[config.mk]
export PLATFORM = sky130hd
export DESIGN_NAME = seg7_scan_mux_flat
export DESIGN_NICKNAME = d
export VERILOG_FILES = /design/src/rtl/seg7_scan_mux_if.sv /design/src/rtl/seg7_scan_mux.sv /design/src/flat_wrapper.sv
export SDC_FILE = /design/constraint.sdc
export NUM_CORES = 1
export LEC_CHECK = 0
export BUFFER_PORTS_ARGS = -buffer_cell sky130_fd_sc_hd__clkbuf_2
export CORE_UTILIZATION = 58
export CTS_CLUSTER_SIZE = 25
export DETAILED_ROUTE_END_ITERATION = 10
export HOLD_SLACK_MARGIN = 0.15
export PLACE_DENSITY_LB_ADDON = 0.1
export SKIP_CTS_REPAIR_TIMING = 1
export SLEW_MARGIN = 5
export SYNTH_ARGS = -nofsm -noshare
export SYNTH_HDL_FRONTEND = slang
export SYNTH_SLANG_ARGS = --single-unit
[constraint.sdc]
create_clock -name clk -period 5.2 [get_ports clk]
set_clock_uncertainty 0.2 [all_clocks]
set_input_delay 0.52 -clock clk [delete_from_list [all_inputs] [get_ports clk]]
set_output_delay 0.52 -clock clk [all_outputs]
set_load 0.005 [all_outputs]
[src/rtl/seg7_scan_mux_if.sv]
// Display-side bundle for the multiplexed seven-segment driver.
// The master side supplies the scan clock, the BCD word and the decimal-point
// requests. The slave side (the driver) returns the anode, segment and
// decimal-point lines.
interface seg7_scan_mux_if #(
   parameter int DIGITS = 4
);
   logic                  scan_clk;
   logic [4*DIGITS-1:0]   bcd_in;
   logic [DIGITS-1:0]     dp_in;
   logic [DIGITS-1:0]     an;
   logic [6:0]            seg;
   logic                  dp;

   modport master (
      output scan_clk,
      output bcd_in,
      output dp_in,
      input  an,
      input  seg,
      input  dp
   );

   modport slave (
      input  scan_clk,
      input  bcd_in,
      input  dp_in,
      output an,
      output seg,
      output dp
   );
endinterface

[src/rtl/seg7_scan_mux.sv]
// Multiplexed seven-segment driver.
// The slow scan clock is sampled as data and edge-detected, and it steps a
// digit index. A shadow copy of the BCD word is taken once per frame so that
// every frame shows one coherent value. Leading zeros can be blanked, and all
// display lines are registered.
module seg7_scan_mux #(
   parameter int DIGITS     = 4,
   parameter bit BLANK_LZ   = 1'b1,
   parameter bit ACTIVE_LOW = 1'b1
) (
   input  logic                clk,
   input  logic                rst,
   seg7_scan_mux_if.slave      disp_io
);

   localparam int                IDX_W    = (DIGITS > 1) ? $clog2(DIGITS) : 1;
   localparam logic [IDX_W-1:0]  LAST_IDX = IDX_W'(DIGITS - 1);

   // Polarity masks. XOR-ing an active-high value with these gives the pin level.
   localparam logic [DIGITS-1:0] AN_POL  = {DIGITS{ACTIVE_LOW}};
   localparam logic [6:0]        SEG_POL = {7{ACTIVE_LOW}};
   localparam logic              DP_POL  = ACTIVE_LOW;

   // ------------------------------------------------------------------
   // Scan-clock synchroniser and rising-edge detector
   // ------------------------------------------------------------------
   logic       s1_q, s2_q, s3_q;
   logic       armed_q;
   logic [1:0] prime_q;
   logic       tick;

   // Three-stage sampler. armed blocks edges until a real low level is seen.
   // s2 holds a genuine sample of scan_clk only two clocks after reset
   // (prime_q tracks this). Arming earlier would mistake the reset value of
   // s2 for a low level. A scan_clk that is already high at reset release
   // would then produce a false tick.
   always_ff @(posedge clk or posedge rst) begin
      if (rst) begin
         s1_q    <= 1'b0;
         s2_q    <= 1'b0;
         s3_q    <= 1'b0;
         armed_q <= 1'b0;
         prime_q <= 2'b00;
      end else begin
         s1_q    <= disp_io.scan_clk;
         s2_q    <= s1_q;
         s3_q    <= s2_q;
         prime_q <= {prime_q[0], 1'b1};
         armed_q <= armed_q | (prime_q[1] & ~s2_q);
      end
   end

   assign tick = armed_q & s2_q & ~s3_q;

   // ------------------------------------------------------------------
   // Digit index and frame shadow registers
   // ------------------------------------------------------------------
   logic [IDX_W-1:0]    idx_q, idx_d;
   logic [4*DIGITS-1:0] shadow_bcd_q, shadow_bcd_d;
   logic [DIGITS-1:0]   shadow_dp_q, shadow_dp_d;
   logic                frame_load;

   assign frame_load = tick & (idx_q == LAST_IDX);

   // Step the index on each tick. On the wrap tick, latch the next frame.
   always_comb begin
      idx_d        = idx_q;
      shadow_bcd_d = shadow_bcd_q;
      shadow_dp_d  = shadow_dp_q;
      if (tick) begin
         if (idx_q == LAST_IDX) begin
            idx_d = '0;
         end else begin
            idx_d = idx_q + IDX_W'(1);
         end
      end
      if (frame_load) begin
         shadow_bcd_d = disp_io.bcd_in;
         shadow_dp_d  = disp_io.dp_in;
      end
   end

   // State register for the index and the frame shadow.
   always_ff @(posedge clk or posedge rst) begin
      if (rst) begin
         idx_q        <= '0;
         shadow_bcd_q <= '0;
         shadow_dp_q  <= '0;
      end else begin
         idx_q        <= idx_d;
         shadow_bcd_q <= shadow_bcd_d;
         shadow_dp_q  <= shadow_dp_d;
      end
   end

   // ------------------------------------------------------------------
   // Per-digit view of the shadow word
   // ------------------------------------------------------------------
   logic [3:0]        digit_w [DIGITS];
   logic [DIGITS-1:0] zero_w;

   for (genvar gi = 0; gi < DIGITS; gi++) begin : g_digit
      assign digit_w[gi] = shadow_bcd_q[4*gi +: 4];
      assign zero_w[gi]  = (shadow_bcd_q[4*gi +: 4] == 4'd0);
   end

   // Leading-zero blanking. Walk down from the most significant digit.
   // Blanking continues only while each digit is zero with no decimal point.
   // Digit 0 always stays lit.
   logic [DIGITS-1:0] blank_w;
   logic              run_zero;

   // Blanking mask computed from the shadow registers.
   always_comb begin
      blank_w  = '0;
      run_zero = 1'b1;
      for (int i = DIGITS - 1; i >= 0; i--) begin
         run_zero   = run_zero & zero_w[i] & ~shadow_dp_q[i];
         blank_w[i] = BLANK_LZ & (i != 0) & run_zero;
      end
   end

   // ------------------------------------------------------------------
   // Segment decode (active-high, segments {g,f,e,d,c,b,a})
   // ------------------------------------------------------------------
   function automatic logic [6:0] decode(input logic [3:0] d);
      logic [6:0] s;
      case (d)
         4'd0:    s = 7'h3F;
         4'd1:    s = 7'h06;
         4'd2:    s = 7'h5B;
         4'd3:    s = 7'h4F;
         4'd4:    s = 7'h66;
         4'd5:    s = 7'h6D;
         4'd6:    s = 7'h7D;
         4'd7:    s = 7'h07;
         4'd8:    s = 7'h7F;
         4'd9:    s = 7'h6F;
         default: s = 7'h40;   // invalid BCD shows a dash
      endcase
      return s;
   endfunction

   // ------------------------------------------------------------------
   // Output register
   // ------------------------------------------------------------------
   logic [3:0]        cur_digit;
   logic [DIGITS-1:0] an_act;
   logic [6:0]        seg_act;
   logic              dp_act;
   logic [DIGITS-1:0] an_q, an_d;
   logic [6:0]        seg_q, seg_d;
   logic              dp_q, dp_d;

   // Build the active-high view of the current slot, then apply polarity.
   // A single index drives an_act, so at most one anode can be active.
   always_comb begin
      cur_digit = digit_w[idx_q];
      an_act    = '0;
      seg_act   = '0;
      dp_act    = 1'b0;
      if (!blank_w[idx_q]) begin
         an_act[idx_q] = 1'b1;
         seg_act       = decode(cur_digit);
         dp_act        = shadow_dp_q[idx_q];
      end
      an_d  = an_act ^ AN_POL;
      seg_d = seg_act ^ SEG_POL;
      dp_d  = dp_act ^ DP_POL;
   end

   // Registered display lines. Reset forces every line to its inactive level.
   always_ff @(posedge clk or posedge rst) begin
      if (rst) begin
         an_q  <= AN_POL;
         seg_q <= SEG_POL;
         dp_q  <= DP_POL;
      end else begin
         an_q  <= an_d;
         seg_q <= seg_d;
         dp_q  <= dp_d;
      end
   end

   assign disp_io.an  = an_q;
   assign disp_io.seg = seg_q;
   assign disp_io.dp  = dp_q;

endmodule

[src/flat_wrapper.sv]
// flat-port wrapper written by rule: the top's interface ports become plain ports
module seg7_scan_mux_flat 
#(
   parameter int DIGITS     = 4,
   parameter bit BLANK_LZ   = 1'b1,
   parameter bit ACTIVE_LOW = 1'b1
)
  (clk, rst, disp_io_scan_clk, disp_io_bcd_in, disp_io_dp_in, disp_io_an, disp_io_seg, disp_io_dp);
  seg7_scan_mux_if #(.DIGITS(DIGITS)) disp_io_i ();
  input  logic clk;
  input  logic rst;
  input wire logic [$bits(disp_io_i.scan_clk)-1:0] disp_io_scan_clk;
  input wire logic [$bits(disp_io_i.bcd_in)-1:0] disp_io_bcd_in;
  input wire logic [$bits(disp_io_i.dp_in)-1:0] disp_io_dp_in;
  output wire logic [$bits(disp_io_i.an)-1:0] disp_io_an;
  output wire logic [$bits(disp_io_i.seg)-1:0] disp_io_seg;
  output wire logic [$bits(disp_io_i.dp)-1:0] disp_io_dp;
  assign disp_io_i.scan_clk = disp_io_scan_clk;
  assign disp_io_i.bcd_in = disp_io_bcd_in;
  assign disp_io_i.dp_in = disp_io_dp_in;
  assign disp_io_an = disp_io_i.an;
  assign disp_io_seg = disp_io_i.seg;
  assign disp_io_dp = disp_io_i.dp;
  seg7_scan_mux #(.DIGITS(DIGITS), .BLANK_LZ(BLANK_LZ), .ACTIVE_LOW(ACTIVE_LOW)) u_core (.clk(clk), .rst(rst), .disp_io(disp_io_i));
endmodule
==> summary.log, run 1 <==
[outcome] run status complete, but fails checks
[outcome] violations in the final reports DRC
[worst_setup_path] launching element type of the critical path flop
[finish] fillcell total 199
[routing] via/cell ratio 5.63
[routing] via count of the routed design 1132
[place] minimum setup slack after placement 2.62 ns
[sta] Setup-failing EPs final 0
[yosys] post-synthesis register bit count 40
[yosys] net count after synthesis 162
[place] total placed instance area 2000 um2
[worst_setup_path] Req. time, crit path 5.23 ns
[clock_tree] master cell of the clock root buffer sky130_fd_sc_hd__clkbuf_4
[clock_tree] TritonCTS clock tree done
[worst_setup_path] Max Fanout on Critical Path 20
[global_route] antenna violations before repair 0
[routing] drc violations 4
[worst_setup_path] endpoint type of the worst setup path flop
[worst_setup_path] cell-by-cell trace of the critical path ha_1, nand4b_1, mux2_2
[global_route] first-pass GRT wire length 5.29 mm
[power] power density relative to cell area 651 nW/um2
[routing] count of antenna-violating nets left after detailed routing 0
[floorplanning] number of I/O pins 35
[clock_tree] count of clock tree sinks 40
[routing] top routing layer used met4
[clock_tree] CTS buffer count 5
[yosys] Avg Cell Area, Syn 14.0 um2
[finish] number of nets in the layout 201
[finish] share of post-route cells with drive strength above 1 50.0%
[worst_setup_path] depth of the worst register-to-register path 3
[clock_tree] Reg clk slew, reported paths 0.12 ns
[sta] setup repair after global routing missed its margin false
[floorplanning] Initial Util 63.7%
[sta] Final Worst Setup Slack 2.62 ns
[yosys] YS warnings 0
[routing] total routed wire length on the met1 layer 1.37 mm
[place] routability congestion estimate from global placement 0.860
[sta] transition at the pin with the smallest max-transition slack 0.979 ns
[power] total power of the final layout 1.37 mW
[sta] total count of hold-check failures in the final report 0
[worst_setup_path] arrival time at the worst endpoint 2.60 ns
[worst_setup_path] Slowest cell on crit path sky130_fd_sc_hd__nand4b_1
[floorplanning] core area 2850 um2
[sta] Slew Viols, Final 0
[yosys] number of distinct library cell variants in the gate-level netlist after synthesis 31
[finish] Design Area, Final 2100 um2
[global_route] maximum number of pins on one net before global-route repair 41
[power] peak ir drop on the vdd network 0.388 mV
[routing] met3 routed WL 148 um
[worst_setup_path] largest incremental delay on the critical path 0.78 ns
[floorplanning] number of rows created at floorplan 19
[worst_setup_path] category of the most critical setup path reg2reg
[sta] max-slew headroom at the worst pin 34.4%
[min_path] class of the tightest hold or removal check reg2reg
[min_path] hold path depth 0
[routing] DR WL met2 1.47 mm
[clock_tree] clock latency reported for the late side of the worst-skew pair 0.34 ns
[place] count of input and output buffers 34
[routing] iteration-0 DRC count of the detailed router 79
[sta] maximum achievable frequency 0.388 GHz
[yosys] portion of the post-synthesis area used by sequential elements 55.9%
[global_route] number of global-route vias before repair 1175
[finish] area added between synthesis and finish 15.5%
[routing] sum of routed wire length over all layers 3.08 mm
[sta] Final period util 49.5%
[routing] routed length per instance 15.3 um
[floorplanning] height of the die 58.0 um
[sta] Tmin final 2.58 ns
[clock_tree] htree depth 2
[place] Detail Placement HPWL 2.20 mm
[routing] Detailed Routing Iterations Pass 1 7
[finish] number of antenna cells inserted 0
[sta] summed negative setup slack over all endpoints 0 ns
[job] count of maximum capacitance violations 0
[sta] minimum hold slack 0.161 ns
[yosys] netlist area before placement 1820 um2
[floorplanning] Die Area 3360 um2
[floorplanning] chip width 58.0 um
[power] static leakage 0.974 nW
[global_route] sum of overflow across all layers after global routing 0
[yosys] Post-Syn Instances 130
[global_route] GRT Util Overall 21.7%
[clock_tree] buffers from clock root to sink, at most 2
[Yosys cell counts]
library cell	instances	area share, %
sky130_fd_sc_hd__dfrtp_1	28	39
sky130_fd_sc_hd__ha_1	9	6.2
sky130_fd_sc_hd__clkbuf_1	2	0.41
sky130_fd_sc_hd__nand2_1	1	0.21
sky130_fd_sc_hd__mux4_2	3	3.7
sky130_fd_sc_hd__conb_1	1	0.21
sky130_fd_sc_hd__a21oi_1	3	0.83
sky130_fd_sc_hd__o21a_1	2	0.83
sky130_fd_sc_hd__o21ai_0	6	1.7
sky130_fd_sc_hd__or4_1	2	0.83
sky130_fd_sc_hd__o21ai_1	2	0.55
sky130_fd_sc_hd__o31ai_2	1	0.69
sky130_fd_sc_hd__o22ai_1	2	0.69
sky130_fd_sc_hd__buf_2	1	0.28
sky130_fd_sc_hd__a21o_2	1	0.48
sky130_fd_sc_hd__o2bb2ai_1	1	0.48
sky130_fd_sc_hd__buf_6	2	1.2
sky130_fd_sc_hd__nor2_1	3	0.62
sky130_fd_sc_hd__inv_1	12	2.5
sky130_fd_sc_hd__a21o_1	1	0.41
sky130_fd_sc_hd__nand4b_1	1	0.48
sky130_fd_sc_hd__and2_4	1	0.48
sky130_fd_sc_hd__a21oi_2	1	0.48
sky130_fd_sc_hd__nand3b_1	2	0.83
sky130_fd_sc_hd__a211oi_1	1	0.41
sky130_fd_sc_hd__dfstp_2	12	17
sky130_fd_sc_hd__o41ai_2	1	0.89
sky130_fd_sc_hd__nor3_1	3	0.83
sky130_fd_sc_hd__mux2_2	22	14
sky130_fd_sc_hd__mux4_1	2	2.9
sky130_fd_sc_hd__and3_2	1	0.41
[layout by cell type, fill, tap and decap left out, drive strengths merged]
cell type	netlist	layout
o21a	2	2
clkinv	0	2
dlygate4sd3	0	2
and2	1	1
mux4	5	5
a21o	2	2
and3	1	1
ha	9	9
nor3	3	3
nand3b	2	2
nor2	3	3
inv	12	12
mux2	22	22
o31ai	1	1
clkbuf	2	39
dfstp	12	12
dfrtp	28	28
a21oi	4	4
a211oi	1	1
or4	2	2
o2bb2ai	1	1
conb	1	1
nand2	1	1
o41ai	1	1
bufinv	0	1
o22ai	2	2
nand4b	1	1
o21ai	8	8
buf	3	1
[worst paths after layout]
path	startpoint	to	slack, ns
max	u_core.idx_q[0]$_DFFE_PP0P_	u_core.shadow_bcd_q[4]$_DFFE_PP0P_	2.62
min	u_core.prime_q[0]$_DFF_PP0_	u_core.prime_q[1]$_DFF_PP0_	0.16
max reg2reg	u_core.idx_q[0]$_DFFE_PP0P_	u_core.shadow_bcd_q[4]$_DFFE_PP0P_	2.62
min reg2reg	u_core.prime_q[0]$_DFF_PP0_	u_core.prime_q[1]$_DFF_PP0_	0.16
max in group asynchronous	rst	u_core.disp_io.dp$_DFF_PP1_	3.83
min in group asynchronous	rst	u_core.s3_q$_DFF_PP0_	0.61
[through the flow]
stage | utilization (%) | cells
floorplan | - | 130
global placement | 70.1 | 191
detailed placement | 70.1 | 191
CTS | 72.9 | 199
global route | 73.6 | 201
finish | 73.6 | 201
[layer usage]
layer / track usage [%] / up-vias
met1: 27.3 / 547
met4: 13.6 / 0
met3: 5.13 / 9
li1: - / 535
met2: 34.0 / 41
met5: 0 / -
[worst max-delay path, delay by kind of cell, from the launching register on]
family / cells / cell delay, ns
flops: 1 / 0.62
simple gates: 1 / 0.78
mux: 1 / 0.59
fa+ha+maj: 1 / 0.26
[area by class of cell]
type,count,area [um2],share of cell area [%]
timing repair buffer,37,198,9.42
sequential,40,1020,48.4
clock buffer,5,37.5,1.79
clock inverter,3,42.5,2.03
multi-input combinational,73,722,34.4
tap,31,38.8,1.85
inverter,12,45.0,2.15
[where the power goes]
group          total [mW]  switching, mW  internal (mW)
clock network       0.201          0.100          0.101
logic               0.586          0.284          0.301
registers           0.580         0.0990          0.481
total                1.37          0.484          0.883
[cell families (layout without fill, tap and decap cells)]
family          after synthesis  after routing  synth area share, %
flops                        40             40                 55.9
simple gates                 14             14                 4.68
buf+inv                      17             57                 4.40
fa+ha+maj                     9              9                 6.19
compound gates               22             22                 8.40
other cells                   1              1                0.206
mux                          27             27                 20.2
[flip-flops by register name (all words and copies together) (netlist names), 2 cells and up]
signal	count
u_core.disp_io.an	4
u_core.disp_io.seg	7
u_core.idx_q	2
u_core.prime_q	2
u_core.shadow_bcd_q	16
u_core.shadow_dp_q	4
No activity file was read; power rests on OpenSTA's default activity.
==> inputs of run 2 (changes only) <==
CORE_UTILIZATION = 54   (was 58)
clock period = 2.7 ns   (was 5.2 ns; I/O delays follow)
==> summary.log, run 2 (synthesis results as in run 1) <==
[sta] summed negative setup slack over all endpoints 0 ns [unchanged]
[global_route] number of global-route vias before repair 1156 [-1.6%]
[place] routability congestion estimate from global placement 0.754 [-12%]
[worst_setup_path] Max Fanout on Critical Path 9 [-55%]
[floorplanning] core area 3130 um2 [+9.6%]
[routing] via count of the routed design 1213 [+7.2%]
[routing] iteration-0 DRC count of the detailed router 56 [-29%]
[sta] minimum hold slack 0.158 ns [-0.00260 ns]
[clock_tree] master cell of the clock root buffer sky130_fd_sc_hd__clkbuf_4
[worst_setup_path] arrival time at the worst endpoint 2.31 ns [-0.29 ns]
[clock_tree] TritonCTS clock tree done
[worst_setup_path] startpoint of the worst register-to-register path u_core.idx_q[1]$_DFFE_PP0P_
[power] static leakage 1.05 nW [+7.6%]
[worst_setup_path] launching element type of the critical path flop
[outcome] run status finished, final reports clean
[clock_tree] Reg clk slew, reported paths 0.11 ns [about the same]
[global_route] GRT Util Overall 20.4% [-1.3 points]
[clock_tree] count of clock tree sinks 40 [unchanged]
[finish] share of post-route cells with drive strength above 1 44.5% [-5.5 points]
[worst_setup_path] Req. time, crit path 2.76 ns [-2.47 ns]
[floorplanning] Initial Util 58.1% [-5.6 points]
[finish] area added between synthesis and finish 26.4%
[floorplanning] chip width 60.0 um [+3.5%]
[place] Detail Placement HPWL 2.23 mm [+1.5%]
[finish] area taken by flip-flops and latches 1020 um2 [unchanged]
[sta] maximum achievable frequency 0.445 GHz [+15%]
[worst_setup_path] depth of the worst register-to-register path 7 [+4]
[finish] number of antenna cells inserted 0 [unchanged]
[clock_tree] clock latency reported for the late side of the worst-skew pair 0.34 ns [about the same]
[floorplanning] height of the die 60.0 um [+3.5%]
[place] count of input and output buffers 34 [unchanged]
[floorplanning] number of I/O pins 35 [unchanged]
[clock_tree] htree depth 2 [unchanged]
[sta] setup repair after global routing missed its margin false
[routing] count of antenna-violating nets left after detailed routing 0 [unchanged]
[finish] Biggest register u_core.shadow_bcd_q
[power] power density relative to cell area 1120 nW/um2 [+71%]
[finish] number of nets in the layout 222 [+10%]
[worst_setup_path] reg-to-reg critical path endpoint u_core.disp_io.seg[3]$_DFF_PP1_
[finish] most common cell after layout, fill and taps aside sky130_fd_sc_hd__clkbuf_2
[floorplanning] Die Area 3600 um2 [+7.1%]
[worst_setup_path] category of the most critical setup path reg2reg
[global_route] antenna violations before repair 0 [unchanged]
[finish] number of flip-flops under the largest register name 16 [unchanged]
[routing] via/cell ratio 5.16 [-8.3%]
[sta] Slew Viols, Final 0 [unchanged]
[clock_tree] buffers from clock root to sink, at most 2 [unchanged]
[routing] drc violations 0 [-4]
[worst_setup_path] worst setup path endpoint u_core.disp_io.seg[3]$_DFF_PP1_
[job] count of maximum capacitance violations 0 [unchanged]
[routing] routed length per instance 13.6 um [-11%]
[global_route] maximum number of pins on one net before global-route repair 41 [unchanged]
[sta] Tmin final 2.25 ns [-0.330 ns]
[min_path] class of the tightest hold or removal check reg2reg
[finish] most frequent cells in the layout 34 x sky130_fd_sc_hd__clkbuf_2, 28 x sky130_fd_sc_hd__dfrtp_1, 22 x sky130_fd_sc_hd__mux2_2, 22 x sky130_fd_sc_hd__dlygate4sd3_1
[routing] Detailed Routing Iterations Pass 1 4 [-3]
[min_path] hold path depth 0 [unchanged]
[sta] Setup-failing EPs final 0 [unchanged]
[worst_setup_path] crit path launch u_core.idx_q[1]$_DFFE_PP0P_
[worst_setup_path] endpoint type of the worst setup path flop
[sta] total count of hold-check failures in the final report 0 [unchanged]
[routing] sum of routed wire length over all layers 3.21 mm [+4.2%]
[floorplanning] number of rows created at floorplan 20 [+1]
[worst_setup_path] setup slack on the worst flop-to-flop path 0.45 ns [-2.17 ns]
[finish] multi-input combinational cell area 722 um2 [unchanged]
[power] peak ir drop on the vdd network 0.721 mV [+86%]
[global_route] first-pass GRT wire length 5.15 mm [-2.6%]
[global_route] sum of overflow across all layers after global routing 0 [unchanged]
[clock_tree] CTS buffer count 5 [unchanged]
[finish] fillcell total 210 [+5.5%]
[sta] Final period util 83.2% [+34 points]
==> run 2: layout make-up <==
class                      count  share of cell area (%)
clock buffer                   7                    1.96
multi-input combinational     73                    31.4
sequential                    40                    44.2
clock inverter                 1                   0.381
timing repair buffer          58                    17.6
tap                           44                    2.40
inverter                      12                    1.96
==> run 2: worst min-delay path by stage <==
stage                     slack (ns)                     endpoint                        start
after floorplan                 0.10        u_core.s1_q$_DFF_PP0_             disp_io_scan_clk
after detailed placement        0.14        u_core.s2_q$_DFF_PP0_        u_core.s1_q$_DFF_PP0_
after CTS                      -0.18  u_core.idx_q[0]$_DFFE_PP0P_                          rst
after global routing            0.19        u_core.s2_q$_DFF_PP0_        u_core.s1_q$_DFF_PP0_
after global placement          0.13  u_core.prime_q[1]$_DFF_PP0_  u_core.prime_q[0]$_DFF_PP0_
final                           0.16        u_core.s2_q$_DFF_PP0_        u_core.s1_q$_DFF_PP0_
==> run 2: per-stage QoR <==
stage                     instances  total power [mW]  worst slack, ns  util, %  instance area, um2
final                           235              2.56            0.454     73.4                2300
after global placement          205              2.19            0.549     64.7                2020
after CTS                       213              2.56            0.459     66.4                2080
after global routing            235              2.78            0.331     73.4                2300
after floorplan                 130              1.98            0.612        -                1820
after detailed placement        205              2.27            0.472     64.7                2020
==> run 2: report_power, final <==
group | switching, mW | internal (mW) | total [mW] | leakage, nW
registers | 0.185 | 0.926 | 1.11 | 0.450
logic | 0.558 | 0.606 | 1.16 | 0.569
clock network | 0.182 | 0.105 | 0.287 | 0.0295
total | 0.925 | 1.64 | 2.56 | 1.05
==> run 2: layer usage <==
layer	share of wire, %	vias up	wire length (um)	global-route usage [%]
met5	0	-	0	0
met4	1.8	0	57	7.64
met3	3.8	7	122	6.06
met2	52	34	1660	33.5
met1	43	587	1370	25.5
li1	-	585	-	-
==> run 2: critical path, stage by stage, from the launching register on <==
cell	delay, ns
sky130_fd_sc_hd__dfrtp_1	0.55
sky130_fd_sc_hd__mux4_1	0.67
sky130_fd_sc_hd__inv_1	0.14
sky130_fd_sc_hd__ha_1	0.18
sky130_fd_sc_hd__inv_1	0.05
sky130_fd_sc_hd__o21a_1	0.19
sky130_fd_sc_hd__a21oi_1	0.11
sky130_fd_sc_hd__o21ai_0	0.09
